===== src/rtl/vector_packer.sv =====
// Packs a scalar element stream into N-lane vectors; a nonzero end-of-frame tag closes a partial vector early, with the unused lanes zero-padded.
// Latency: valid_out is asserted in the cycle after the clock edge that accepts the closing element. Throughput is one element per cycle.
// Backpressure: none. Every element presented with in_valid is accepted.
module vector_packer #(
    parameter int N          = 16,
    parameter int DATA_WIDTH = 32
) (
    input  logic                    clk,
    input  logic                    reset,
    input  logic                    in_valid,
    input  logic [DATA_WIDTH-1:0]   in_data,
    input  logic [1:0]              in_eof,
    output logic [N*DATA_WIDTH-1:0] vector_out,
    output logic                    valid_out,
    output logic [1:0]              eof_out,
    output logic [15:0]             vec_count
);

    localparam int IW = (N > 1) ? $clog2(N) : 1;

    logic [N-1:0][DATA_WIDTH-1:0] buf_q, buf_d;
    logic [IW-1:0]                idx_q, idx_d;
    logic [N*DATA_WIDTH-1:0]      vec_q, vec_d;
    logic                         vld_q, vld_d;
    logic [1:0]                   eof_q, eof_d;
    logic [15:0]                  cnt_q, cnt_d;
    logic                         close;

    always_comb begin
        buf_d = buf_q;
        idx_d = idx_q;
        vec_d = vec_q;
        vld_d = 1'b0;
        eof_d = eof_q;
        cnt_d = cnt_q;
        close = in_valid && ((idx_q == IW'(N - 1)) || (in_eof != 2'b00));

        if (close) begin
            // The closing element bypasses the buffer straight into the output register.
            for (int k = 0; k < N; k++) begin
                if (k < int'(idx_q))
                    vec_d[k*DATA_WIDTH +: DATA_WIDTH] = buf_q[k];
                else if (k == int'(idx_q))
                    vec_d[k*DATA_WIDTH +: DATA_WIDTH] = in_data;
                else
                    vec_d[k*DATA_WIDTH +: DATA_WIDTH] = '0;
            end
            buf_d = '0;
            idx_d = '0;
            vld_d = 1'b1;
            eof_d = in_eof;
            cnt_d = cnt_q + 16'd1;
        end else if (in_valid) begin
            for (int k = 0; k < N; k++) begin
                if (k == int'(idx_q))
                    buf_d[k] = in_data;
            end
            idx_d = idx_q + IW'(1);
        end
    end

    always_ff @(posedge clk or negedge reset) begin
        if (!reset) begin
            buf_q <= '0;
            idx_q <= '0;
            vec_q <= '0;
            vld_q <= 1'b0;
            eof_q <= 2'b00;
            cnt_q <= 16'd0;
        end else begin
            buf_q <= buf_d;
            idx_q <= idx_d;
            vec_q <= vec_d;
            vld_q <= vld_d;
            eof_q <= eof_d;
            cnt_q <= cnt_d;
        end
    end

    assign vector_out = vec_q;
    assign valid_out  = vld_q;
    assign eof_out    = eof_q;
    assign vec_count  = cnt_q;

endmodule


===== config.mk =====
export PLATFORM = sky130hd
export DESIGN_NAME = vector_packer
export DESIGN_NICKNAME = d
export VERILOG_FILES = /design/src/rtl/vector_packer.sv
export SDC_FILE = /design/constraint.sdc
export NUM_CORES = 2
export LEC_CHECK = 0
export ABC_AREA = 1
export CAP_MARGIN = 10
export CELL_PAD_IN_SITES_DETAIL_PLACEMENT = 0
export CELL_PAD_IN_SITES_GLOBAL_PLACEMENT = 1
export CORE_MARGIN = 2
export CORE_UTILIZATION = 41
export CTS_CLUSTER_DIAMETER = 60
export DETAILED_ROUTE_END_ITERATION = 10
export PLACE_DENSITY = 0.89
export SETUP_SLACK_MARGIN = 0.5
export SYNTH_ARGS = -nofsm -noshare
export SYNTH_HDL_FRONTEND = slang
export SYNTH_SLANG_ARGS = --single-unit

===== constraint.sdc =====
create_clock -name clk -period 2.6 [get_ports clk]
set_input_delay 0.39 -clock clk [delete_from_list [all_inputs] [get_ports clk]]
set_output_delay 0.39 -clock clk [all_outputs]
set_load 0.03 [all_outputs]

Word level (Yosys, flattened, before mapping)
Cells that the tools add are included.

Flip-flop bits (word level): 1015. Input port bits: 37. Output and inout bits: 531. Logic and storage cells: 139.

Add/sub/neg operators: 2. $lt $le $gt $ge: 15. Equal/unequal tests: 16. Multiplexer cells: 51. Reductions and logical operators: 35.

Operators by type and width (number): 2-to-1 mux 32 bit (46); 2-to-1 mux 480 bit (2); nonzero test 2 bit (17); == test 4 bit, first input constant (8); AND reduction 2 bit (15); less-than comparator 4 bit, first input constant (7); adder 16 x 1 -> 16 bit, second input constant (1); == test 3 x 4 -> 1 bit, first input constant (4); less-than comparator 3 x 4 -> 1 bit, first input constant (4); == test 2 x 4 -> 1 bit, first input constant (2); less-than comparator 1 x 4 -> 1 bit, first input constant (2); less-than comparator 2 x 4 -> 1 bit, first input constant (2); 2-to-1 mux 4 bit (2); adder 4 x 1 -> 4 bit, second input constant (1); == test 1 x 4 -> 1 bit, first input constant (1); == test 4 bit, second input constant (1); logical NOT 4 bit (1); logical AND 1 bit (1); logical OR 1 bit (1); 2-to-1 mux 1 bit (1).

Logic depth before layout (Yosys ltp)
Depth in word-level cells: 5. Mapped depth: 13. Mapped depth without buffers: 9.

Least setup slack after synthesis
Ideal clock, no wire load.

Path type: register -> register. From: register idx_q[1]. To: register buf_q[390] (netlist bit). Library setup time: 0.134 ns. Data arrival time: 2.156 ns. Data required time: 2.466 ns. Path slack: 0.309 ns. Cell stages (with the launch flop): 11. Path buffers: 4. Period minus slack after synthesis: 2.291 ns. Cell sequence: dfrtp_1 buf_2 clkinv_1 clkbuf_1 ha_1 inv_1 buf_2 nor2_2 o21ai_2 clkbuf_1 o21ai_0.

Word-level cells in the longest chain between the ends: 5. Elaborated cells on any way between the ends: 8. Those cells by class: eq/ne: 2; mux: 1; reduce/logical: 5.

Ends and longest elaborated chain: start, declared (line 22) `logic [IW-1:0] idx_q, idx_d;`; start signal, assigned (line 72) `idx_q <= idx_d;`; == test 4 bit (line 36) `close = in_valid && ((idx_q == IW'(N - 1)) || (in_eof != 2'b00));`; logical OR 1 bit (line 36); logical AND 1 bit (line 36); nonzero test 2 bit (no source line); AND reduction 2 bit (no source line); end signal, assigned (line 71) `buf_q <= buf_d;`; end, declared (line 21) `logic [N-1:0][DATA_WIDTH-1:0] buf_q, buf_d;`.

Several ways; a longest one is shown, not always the timed one. A chain may end at the register's enable or synchronous reset.

Worst setup path after layout
From: register idx_q[3]. To: register vec_q[178], in the netlist vector_out[178].

Word-level cells in the longest chain between the ends: 3. Elaborated cells on any way between the ends: 7. Those cells by class: order compare: 1; eq/ne: 2; mux: 2; reduce/logical: 2.

Ends and longest elaborated chain: branches (longest 3 deep; another with less-than comparator 3 x 4 -> 1 bit); end signal, assigned (line 73) `vec_q <= vec_d;`; end, declared (line 23) `logic [N*DATA_WIDTH-1:0] vec_q, vec_d;`.

Several ways; the timed one is not identified.

==> reports/qor.txt <==
Seq pwr share = 44.9%
I/O Pins = 568
Fillers = 10200
placed cells = 7256
final hold viol count = 0
Vias = 40900
Initial DRT Pass Iterations = 6
total power = 0.0383 W
Worst-Margin Slew = 0.760 ns
TritonCTS clock tree = done
Crit. End Element = register
DR DRC count = 0
Max-Cap Viols = 0
max-slew violations = 0
Clk pwr share = 44.0%
die width = 332 µm
Startpoint Class = register
Tcrit/Tclk final = 82.1%
Routed Antenna Nets = 0
yosys warns = 0
Worst Hold Class = input pin to asynchronous set/reset pin
worst setup path category = register to register
area leader, netlist = dfrtp_1
area share of the largest cell type after synthesis = 57.6%
share of layout cells above drive strength 1 = 9.02%
Nets = 6016
Net Count, Synth = 5484
synthesized area = 44100 µm²
area occupied by multi-input gates = 16300 µm²
DRT Wirelength = 178 mm
Internal = 0.0278 W
Setup violations, final = 0
Largest delay share family, worst path = simple AND/OR/NAND/NOR gates
sw frac = 27.5%
status = complete, no violations
RSZ-0062 raised after global routing = yes
clk slew on worst S/H paths = 0.06 ns
ys async rst share = 100%
DR vias/cell = 5.47
htree depth = 3
final core occ = 52.4%
clk_skew = 0.0256 ns
clock latency on the worst-skew pair = 0.70 ns
synth-to-layout area growth = 27.1%
Crit path required time = 3.24 ns
Main synth FF type = dfrtp_1
fin crit period = 2.13 ns
Die Y = 332 µm
worst-path fanout max = 20
GRT overflow = 0
first-pass GRT wire length = 261 mm
core area = 107000 µm²
Initial Util = 41.2%
largest cells by area after synthesis = dfrtp_1 58%, nand2_1 22%, o21ai_0 7.1%
RD Place Congestion = 0.912
initial antenna violation count = 10
Critical Path Max Stage Delay = 0.46 ns
register area = 25400 µm²
WL per Instance = 23.8 µm
clk sinks = 1015
Clock Tree Root = clkbuf_16
slowest CP cell = dfrtp_2
number of port buffers = 567
register bit total from synthesis = 1015
crit-path cells = inv_2, nand2_1, inv_1, nand2_2, buf_12, o21ai_0, nand2_1, nand2_1
CP most frequent cell = nand2_1
Final HPWL DP = 122 mm
synthesized instance count = 5442
GRT Overall Usage = 31.6%
setup TNS = 0 ns
post-synthesis cell type count = 29
Die ar. = 110000 µm²
sequential area share after synthesis = 57.6%
leakage power = 30.7 nW
Bufs and invs on worst path = 3
number of synthesized flops with an enable pin = 0
Rel. slew slack = 49.3%
pwr dens = 684 nW/µm²
Max Freq = 468 MHz
vias in the first global route = 38500
Max Buffers Root-to-Sink = 3
row count = 120
P_sw = 0.0105 W
largest net degree at the start of global routing = 123
CTS Buf Count = 111
Syn Area/Cell = 8.10 µm²
First DRT Iteration DRCs = 4883
combinational share of power = 11.1%
maximum vdd drop = 0.000494 V
Final Non-Filler Cells = 7472
Arrival @ worst endpoint = 2.77 ns
[power by group through the flow]
stage	Sequential, W	Clock (W)	Combinational [W]
finish	0.0172	0.0169	0.00425
global route	0.0173	0.0177	0.00455
CTS	0.0172	0.0170	0.00414
detailed placement	0.0175	0	0.00426
global placement	0.0175	0	0.00420
floorplan	0.0177	0	0.00175
[logic make-up after synthesis]
logic type	share of synthesized area (%)
and+or+nand+nor	26.3
DFF	57.6
AOI/OAI and AO/OA	10.1
buffers and inverters	5.80
adders and majority gates	0.142
xor gates and xnor gates	0.0596
[sequential cells by signal, summed over array words and instances (netlist names)]
register    flops
eof_out         2
valid_out       1
vec_count      16
vector_out    512
idx_q           4
buf_q         480
[cell usage after synthesis (2+ instances only)]
library cell	count
dfrtp_1	1015
nand3_1	174
nor2_1	118
o21ai_2	6
nand4_1	33
o21ai_1	64
o21ai_0	625
buf_1	14
nand2_2	4
nand2_1	2581
or2_2	32
o22ai_1	124
xor2_1	2
nor3_1	2
nor2_2	6
nor2_4	2
clkbuf_1	187
ha_1	5
buf_2	207
inv_1	186
nand3b_1	5
buf_4	5
inv_2	6
clkinv_1	2
nand2_4	2
a21oi_1	32
[final timing paths]
path | startpoint | endpoint | slack (ns) | cells after the start
worst max-delay path | idx_q[3] | vector_out[178] | 0.47 | 8
worst min-delay path | reset | vector_out[366] | 0.16 | 2
min in group clk | in_valid | vector_out[126] | 0.30 | 4
max in group asynchronous | reset | vector_out[400] | 1.34 | 3
worst max register to register | idx_q[3] | vector_out[178] | 0.47 | 8
worst min register to register | buf_q[68] | buf_q[68] | 0.47 | 2
[layout by cell type, fill, tap and decap left out, types with 4 or more instances in the layout]
cell             synthesis  final
nand4_1                 33     33
buf_4                    5    177
o21ai_0                625    608
clkinv_2                 0     21
clkinv_4                 0      6
or2_2                   32     32
o22ai_1                124    124
ha_1                     5      4
dfrtp_2                  0      4
o21ai_1                 64     73
inv_6                    0      8
buf_6                    0     15
nand2_2                  4      6
dfrtp_1               1015   1011
o21ai_2                  6      7
a21oi_1                 32     31
inv_2                    6      8
inv_1                  186    182
clkbuf_1               187     10
clkdlybuf4s50_1          0     34
diode_2                  0      5
clkbuf_8                 0     19
nand2_1               2581   2579
o21ai_4                  1      8
buf_12                   0     65
clkbuf_16                0    113
nor2_1                 118    111
nor2_2                   6     10
dlygate4sd2_1            0    528
buf_8                    0      4
clkinvlp_4               0     10
nand3_1                174    174
nor2_4                   2      5
nand3b_1                 5      5
bufinv_16                0     15
[metal layers]
layer | GRT usage (%) | share of wire, %
met4 | 16.1 | 5.8
met5 | 0 | 0.024
met3 | 9.08 | 12
met1 | 43.8 | 41
met2 | 45.2 | 42
[final cells by class]
cell class,count,area share [%]
flip-flops and latches,1015,45.3
multi-input cells,3820,29.0
repair buffers,832,14.2
clock buffers,140,5.49
well taps,1403,3.13
clock inverters,63,1.45
inverters,194,1.31
diodes,5,0.0223
[what timing repair did]
item / CTS / global route
gates resized for setup: 553 / 46
endpoints found under the hold margin: 257 / 0
setup endpoints to repair: 810 / 211
pin swaps: 0 / 2
gates cloned: 0 / 2
hold buffers: 1 / 0
buffers inserted: 1 / 4
[per-stage QoR]
stage               setup slack (ns)  instance area [µm²]  hold WS, ns
finish                         0.465                56000        0.160
global route                   0.477                56000        0.198
CTS                            0.442                55800        0.151
detailed placement             0.213                52500        0.303
global placement               0.236                52500        0.301
floorplan                      0.519                44100       0.0944
[worst register-to-register path: cells and delay by family (launching register included)]
family | cells | cell delay [ns]
AND/OR/NAND/NOR | 4 | 0.64
buffers and inverters | 3 | 0.64
flip-flops | 1 | 0.46
AO/OA/AOI/OAI | 1 | 0.34
Note: power is estimated with default switching activity, not from simulation.
